`config.mk`:
```
export PLATFORM = sky130hd
export DESIGN_NAME = uart_frame_parser
export DESIGN_NICKNAME = d
export VERILOG_FILES = /design/src/rtl/uart_pkg.sv /design/src/rtl/uart_frame_buf.sv /design/src/rtl/uart_frame_parser.sv
export SDC_FILE = /design/constraint.sdc
export NUM_CORES = 1
export LEC_CHECK = 0
export ABC_AREA = 0
export CORE_MARGIN = 2
export CORE_UTILIZATION = 35
export CTS_BUF_LIST = sky130_fd_sc_hd__clkbuf_4
export DETAILED_ROUTE_END_ITERATION = 8
export PLACE_DENSITY = 0.56
export REMOVE_ABC_BUFFERS = 1
export SLEW_MARGIN = 30
export SYNTH_ARGS = -nofsm -noshare
export SYNTH_HDL_FRONTEND = slang
export SYNTH_SLANG_ARGS = --single-unit
export TNS_END_PERCENT = 30
```
`constraint.sdc`:
```
create_clock -name clk -period 6.2 [get_ports clk]
set_input_delay 1.24 -clock clk [delete_from_list [all_inputs] [get_ports clk]]
set_output_delay 1.24 -clock clk [all_outputs]
set_load 0.05 [all_outputs]
```
`src/rtl/uart_pkg.sv`:
```
// rtl/uart_pkg.sv - shared types and defaults for the UART frame parser
package uart_pkg;

  localparam logic [7:0] SOF_DEFAULT = 8'hA5;

  typedef logic [7:0] byte_t;

  typedef enum logic [2:0] {
    IDLE,
    LEN,
    PAYLOAD,
    CHK,
    HOLD
  } state_t;

endpackage

```
`src/rtl/uart_frame_buf.sv`:
```
// rtl/uart_frame_buf.sv - payload RAM, one write port and one registered read port
module uart_frame_buf #(
  parameter int DBIT  = 8,
  parameter int DEPTH = 16,
  parameter int AW    = $clog2(DEPTH)
) (
  input  logic            clk,
  input  logic            reset,
  input  logic            wr_en,
  input  logic [AW-1:0]   wr_addr,
  input  logic [DBIT-1:0] wr_data,
  input  logic [AW-1:0]   rd_addr,
  output logic [DBIT-1:0] rd_data
);

  logic [DBIT-1:0] mem_q [DEPTH];
  logic [DBIT-1:0] rd_data_q;

  // Storage is deliberately left out of reset; only the read register clears.
  always_ff @(posedge clk) begin
    if (wr_en) mem_q[wr_addr] <= wr_data;
  end

  always_ff @(posedge clk) begin
    if (reset) rd_data_q <= '0;
    else       rd_data_q <= mem_q[rd_addr];
  end

  assign rd_data = rd_data_q;

endmodule

```
`src/rtl/uart_frame_parser.sv`:
```
// rtl/uart_frame_parser.sv - pops RX FIFO bytes, parses SOF/LEN/payload/XOR frames, holds until ack
module uart_frame_parser
  import uart_pkg::*;
#(
  parameter int              DBIT    = 8,
  parameter int              MAX_LEN = 16,
  parameter logic [DBIT-1:0] SOF     = DBIT'(SOF_DEFAULT),
  parameter int              TIMEOUT = 100000,
  localparam int             AW      = $clog2(MAX_LEN)
) (
  input  logic            clk,
  input  logic            reset,
  input  logic [DBIT-1:0] r_data,
  input  logic            rx_empty,
  output logic            rd_uart,
  output logic            frm_valid,
  output logic [7:0]      frm_len,
  input  logic [AW-1:0]   frm_rd_addr,
  output logic [DBIT-1:0] frm_rd_data,
  input  logic            frm_ack,
  output logic            crc_err,
  output logic            len_err,
  output logic            to_err
);

  localparam int TW = $clog2(TIMEOUT) + 1;

  state_t          state_q;
  logic [DBIT-1:0] chk_q;
  byte_t           idx_q;
  byte_t           frm_len_q;
  logic [TW-1:0]   timer_q;
  logic            frm_valid_q, crc_err_q, len_err_q, to_err_q;

  logic            pop, timing, wr_en;
  logic [TW-1:0]   timer_d;

  assign pop     = ~rx_empty & (state_q != HOLD);
  assign timing  = (state_q == LEN) || (state_q == PAYLOAD) || (state_q == CHK);
  assign wr_en   = pop && (state_q == PAYLOAD);
  assign timer_d = timer_q + 1'b1;

  always_ff @(posedge clk) begin
    if (reset) begin
      state_q     <= IDLE;
      chk_q       <= '0;
      idx_q       <= '0;
      frm_len_q   <= '0;
      timer_q     <= '0;
      frm_valid_q <= 1'b0;
      crc_err_q   <= 1'b0;
      len_err_q   <= 1'b0;
      to_err_q    <= 1'b0;
    end else begin
      crc_err_q <= 1'b0;
      len_err_q <= 1'b0;
      to_err_q  <= 1'b0;
      if (timing) timer_q <= pop ? '0 : timer_d;

      case (state_q)
        IDLE: if (pop && r_data == SOF) begin
          state_q <= LEN;
          chk_q   <= '0;
          timer_q <= '0;
        end
        LEN: if (pop) begin
          chk_q <= r_data;
          if (r_data > DBIT'(MAX_LEN)) begin
            len_err_q <= 1'b1;
            state_q   <= IDLE;
          end else begin
            frm_len_q <= 8'(r_data);
            idx_q     <= '0;
            state_q   <= (r_data == '0) ? CHK : PAYLOAD;
          end
        end
        PAYLOAD: if (pop) begin
          chk_q <= chk_q ^ r_data;
          idx_q <= idx_q + 8'd1;
          if (idx_q == frm_len_q - 8'd1) state_q <= CHK;
        end
        CHK: if (pop) begin
          if (r_data == chk_q) begin
            state_q     <= HOLD;
            frm_valid_q <= 1'b1;
          end else begin
            crc_err_q <= 1'b1;
            state_q   <= IDLE;
          end
        end
        HOLD: if (frm_ack) begin
          state_q     <= IDLE;
          frm_valid_q <= 1'b0;
        end
        default: state_q <= IDLE;
      endcase

      // A pop in the expiry cycle wins, so this only fires on idle cycles.
      if (timing && !pop && timer_d == TW'(TIMEOUT - 1)) begin
        to_err_q <= 1'b1;
        state_q  <= IDLE;
      end
    end
  end

  uart_frame_buf #(
    .DBIT  (DBIT),
    .DEPTH (MAX_LEN),
    .AW    (AW)
  ) u_buf (
    .clk     (clk),
    .reset   (reset),
    .wr_en   (wr_en),
    .wr_addr (idx_q[AW-1:0]),
    .wr_data (r_data),
    .rd_addr (frm_rd_addr),
    .rd_data (frm_rd_data)
  );

  assign rd_uart   = pop;
  assign frm_valid = frm_valid_q;
  assign frm_len   = frm_len_q;
  assign crc_err   = crc_err_q;
  assign len_err   = len_err_q;
  assign to_err    = to_err_q;

endmodule

```
* After elaboration in Yosys (flattened, before gate mapping)
Memories as Yosys holds them, arrays and structs flattened. A register that Yosys moved wholly into a read port is not among the register bits. Cells that the tools add are included.
Word-level totals: RAM bits 128, ROM bits 0, output and inout bits 21, memories kept 1, logic and storage cells 89, latch bits 0, flip-flop bits (word level) 49
Memory list:
- u_buf.mem_q | words 16, bits a word 8, read ports 1, clocked after memory_dff 1, write ports 1, line uart_frame_buf.sv:16 | logic [DBIT-1:0] mem_q [DEPTH];
Operators by class: shift-type cells 0, bitwise gates (word level) 7, $lt $le $gt $ge 1, multipliers 0, reductions and logical operators 20, equality and inequality tests 17, divide/modulo/power cells 0, mux-type cells 31, add/sub/neg operators 3
Operators with widths (number):
- 18-bit 2-to-1 mux | 4
- 8-bit 2-to-1 mux | 6
- 8-bit case mux with 3 select lines | 1
- 3-bit 2-to-1 mux | 7
- 18-bit by 1-bit adder with 18-bit output, second input constant | 1
- 18-bit by 17-bit equality test with 1-bit output, second input constant | 1
- 8-bit equality test | 2
- 8-bit case mux with 2 select lines | 1
- 3-bit case mux with 5 select lines | 1
- 2-bit inequality test, second input constant | 6
- 4-bit AND reduction | 3
- 1-bit 2-to-1 mux | 9
- 8-bit by 1-bit adder with 8-bit output, second input constant | 1
- 8-bit equality test, second input constant | 1
- 8-bit by 5-bit > comparator with 1-bit output, second input constant | 1
- 8-bit zero test | 1
- 8-bit by 1-bit subtractor with 8-bit output, second input constant | 1
- 8-bit bitwise XOR | 1
- 3-bit by 2-bit equality test with 1-bit output, second input constant | 2
- 6-bit AND reduction | 1
- 3-bit OR reduction | 2
- 1-bit inverter | 5
- 1-bit logical AND | 4
- 2-bit by 1-bit inequality test with 1-bit output, second input constant | 2
- other kinds (13) | 15

* Longest topological paths before layout
depth in word-level cells 6, mapped depth 9, mapped depth without buffers 8

* Cells and area by module
A second synthesis with hierarchy kept.
Unflattened totals: cells, all modules 642, area total of the unflattened synthesis 8244.2 µm²
By module, submodules not included:
- uart_frame_buf | cells an instance 259, times used 1, seq. area each 4003.8 µm², area each 5282.6 µm²
- uart_frame_parser | cells an instance 383, times used 1, seq. area each 980.9 µm², area each 2961.6 µm²

* Worst setup path before layout
Ideal clock, no wire load.
path type in2out, start point in rx_empty, end point out rd_uart, required time 4.960 ns, stages on the path 3, arrival 2.397 ns, slack 2.563 ns, buffers on the path 2, path through clkbuf_1 -> clkbuf_1 -> a21oi_1
Between the ends: longest elaborated chain between the ends 2
RTL lines:
- from (decl) | line uart_frame_parser.sv:14 | input logic rx_empty,
- 1-bit inverter | line uart_frame_parser.sv:38 | assign pop = ~rx_empty & (state_q != HOLD);
- 1-bit bitwise AND | line uart_frame_parser.sv:38
- to (decl) | line uart_frame_parser.sv:15 | output logic rd_uart,
No other way between the ends.

* Worst setup path in the final report
Same ends and word-level chain as after synthesis.

==> run_results.csv <==
group,metric,value,unit
yosys,synth_common_cells,"128 x edfxtp_1, 58 x nor2_1, 57 x dfxtp_1",
critical_path,cp_data_arrival_time,3170,ps
sta,drv_slew,0,
clock_network,cts_sinks,185,
clock_network,tritoncts,"built",
routing,post_drt_via_cell_ratio,5.28,
sta,max-slew-margin-rel,34.6,%
clock_network,post_cts_resized,0,
sta,max_freq,227,MHz
global_route,track_usage,15.2,%
power_and_ir_drop,power_leakage,2.87,nW
hold_path,holdCritPathClass,"register to register",
sta,fin_skew,35.6,ps
yosys,yosysTopAreaCellShare,46.8,%
sta,worstMarginPinSlew,979,ps
finish,seqCellArea,4980,sq um
yosys,synth-seq-cells,185,
floorplanning,start_util,35.3,%
yosys,postSynthCellCount,617,
clock_network,cts_root_buf,"clkbuf_4",
flow_run,maxCapViolations,0,
floorplanning,core_area,23300,sq um
clock_network,clk_pin_slew,160,ps
sta,tns,0,ps
finish,multi_input_area,3040,sq um
floorplanning,placementRows,56,
finish,drive_above_1_share,15.3,%
finish,n_fill_cell,2263,
floorplanning,die_height,157,microns
clock_network,hold_buffers,0,
routing,drc,0,
yosys,synth_most_common_cell,"edfxtp_1",
global_route,grt_pass1_wl,28300,microns
critical_path,worstSetupPathType,"primary input to output port",
yosys,synth-async-reset-ratio,0,%
power_and_ir_drop,vdd_drop_max,0.108,mV
global_route,grt_pass1_vias,5038,
critical_path,worstSetupEndpointType,"output port",
clock_network,clockBufferDepth,2,
yosys,synth.area.top_cells,"edfxtp_1 47%, dfxtp_1 14%, mux4_2 11%",
floorplanning,ios,37,
sta,setup_viol,0,
yosys,yosys_warnings,0,
global_route,grt-ovfl-total,0,
outcome,status,"complete, no violations",
sta,hold_viol,0,
routing,wl_per_cell,18.1,microns
floorplanning,dieArea,24700,sq um
critical_path,critPathLaunchType,"primary input",
finish,final_nets,663,
critical_path,cp_max_fo,12,
yosys,synth_area,8220,sq um
sta,fin_crit_sh,71.1,%
placement,hpwl,11300,microns
placement,portBuffers,36,
sta,fin_crit,4410,ps
yosys,synth-edff-count,128,
routing,drtIter0Drc,394,
yosys,synth_flop_cell,"edfxtp_1",
sta,rsz0062_at_grt,"no",
critical_path,cp.required,4960,ps
clock_network,post_cts_buffers,0,
clock_network,numCtsBuffers,17,
routing,vias,5134,
global_route,antenna_found_initial,1,
placement,gp_congestion,0.822,
yosys,yosysTopAreaCell,"edfxtp_1",
sta,hold_slack,513,ps
global_route,grt_max_degree,34,
routing,postRouteWirelength,17600,microns
yosys,ys_seq_area_share,60.6,%
power_and_ir_drop,power.density,230,nW/um^2
routing,ant_nets,0,
routing,first_pass_iters,4,
clock_network,h-tree-depth,4,
yosys,syn_avg_cell_area,13.3,sq um
clock_network,clock_latency,600,ps
finish,area_growth,11.8,%
yosys,yosysUniqueCellTypes,62,
floorplanning,die_w,157,microns
==> placed cells by master, fill, tap and decap left out, drive strengths merged, types with 17 or more instances in the layout <==
cell / n
o21ai: 29
mux4: 40
clkbuf: 17
nor2: 58
a21oi: 30
nor3: 25
dfxtp: 57
edfxtp: 128
nand2: 28
clkdlybuf4s50: 35
==> logic make-up after synthesis <==
group | after synthesis | synth area share [%]
DFF | 185 | 60.6
AOI/OAI and AO/OA | 106 | 8.60
buffers and inverters | 50 | 2.60
muxes | 46 | 11.7
xor gates and xnor gates | 22 | 2.34
and+or+nand+nor | 201 | 13.0
adders and majority gates | 7 | 1.07
==> critical path: stages <==
cell	delay, ps
clkdlybuf4s50_1	650
buf_4	300
a21oi_1	140
clkdlybuf4s50_1	830
==> area by class of cell <==
cell class	instances	share of cell area (%)
flip-flops and latches	185	54.2
diodes	1	0.0272
clock buffers	17	1.39
inverters	8	0.327
clock inverters	15	1.89
well taps	319	4.34
multi-input cells	382	33.1
repair buffers	46	4.68
==> routing by layer <==
metal,global-route usage [%],routed length [microns],vias up
met5,0,0,-
met4,4.72,314,0
met3,2.84,743,25
met2,24.1,8250,125
met1,21.2,8300,2573
li1,-,-,2411
==> power by group <==
| part | total [mW] | internal [mW] | switching, mW |
|---|---|---|---|
| clock | 0.667 | 0.188 | 0.479 |
| combinational | 0.127 | 0.0515 | 0.0752 |
| sequential | 1.32 | 1.32 | 0.00134 |
==> sequential cells by signal, summed over array words and instances (netlist names), 3 cells and up <==
register       count
u_buf.mem_q      128
timer_q           18
chk_q              8
frm_len            8
idx_q              8
u_buf.rd_data      8
state_q            3
==> through the flow <==
step	utilization, %	setup slack [ps]	cells	cell area (sq um)	power, mW
final	39.5	1790	973	9190	2.12
after global placement	38.1	1820	940	8860	1.48
after detailed placement	38.2	1820	940	8880	1.48
after global routing	39.5	1730	973	9190	2.19
after CTS	39.5	1800	972	9180	2.14
after floorplan	-	2960	575	8040	1.41
==> final timing paths <==
path                    start            endpoint  slack, ps  cells after the start
setup / recovery     rx_empty             rd_uart       1790                      4
hold / removal    timer_q[17]         timer_q[17]        510                      2
setup reg to reg   state_q[1]  u_buf.mem_q[15][6]       3670                      4
hold reg to reg   timer_q[17]         timer_q[17]        510                      2
Note: power is estimated with default switching activity, not from simulation.
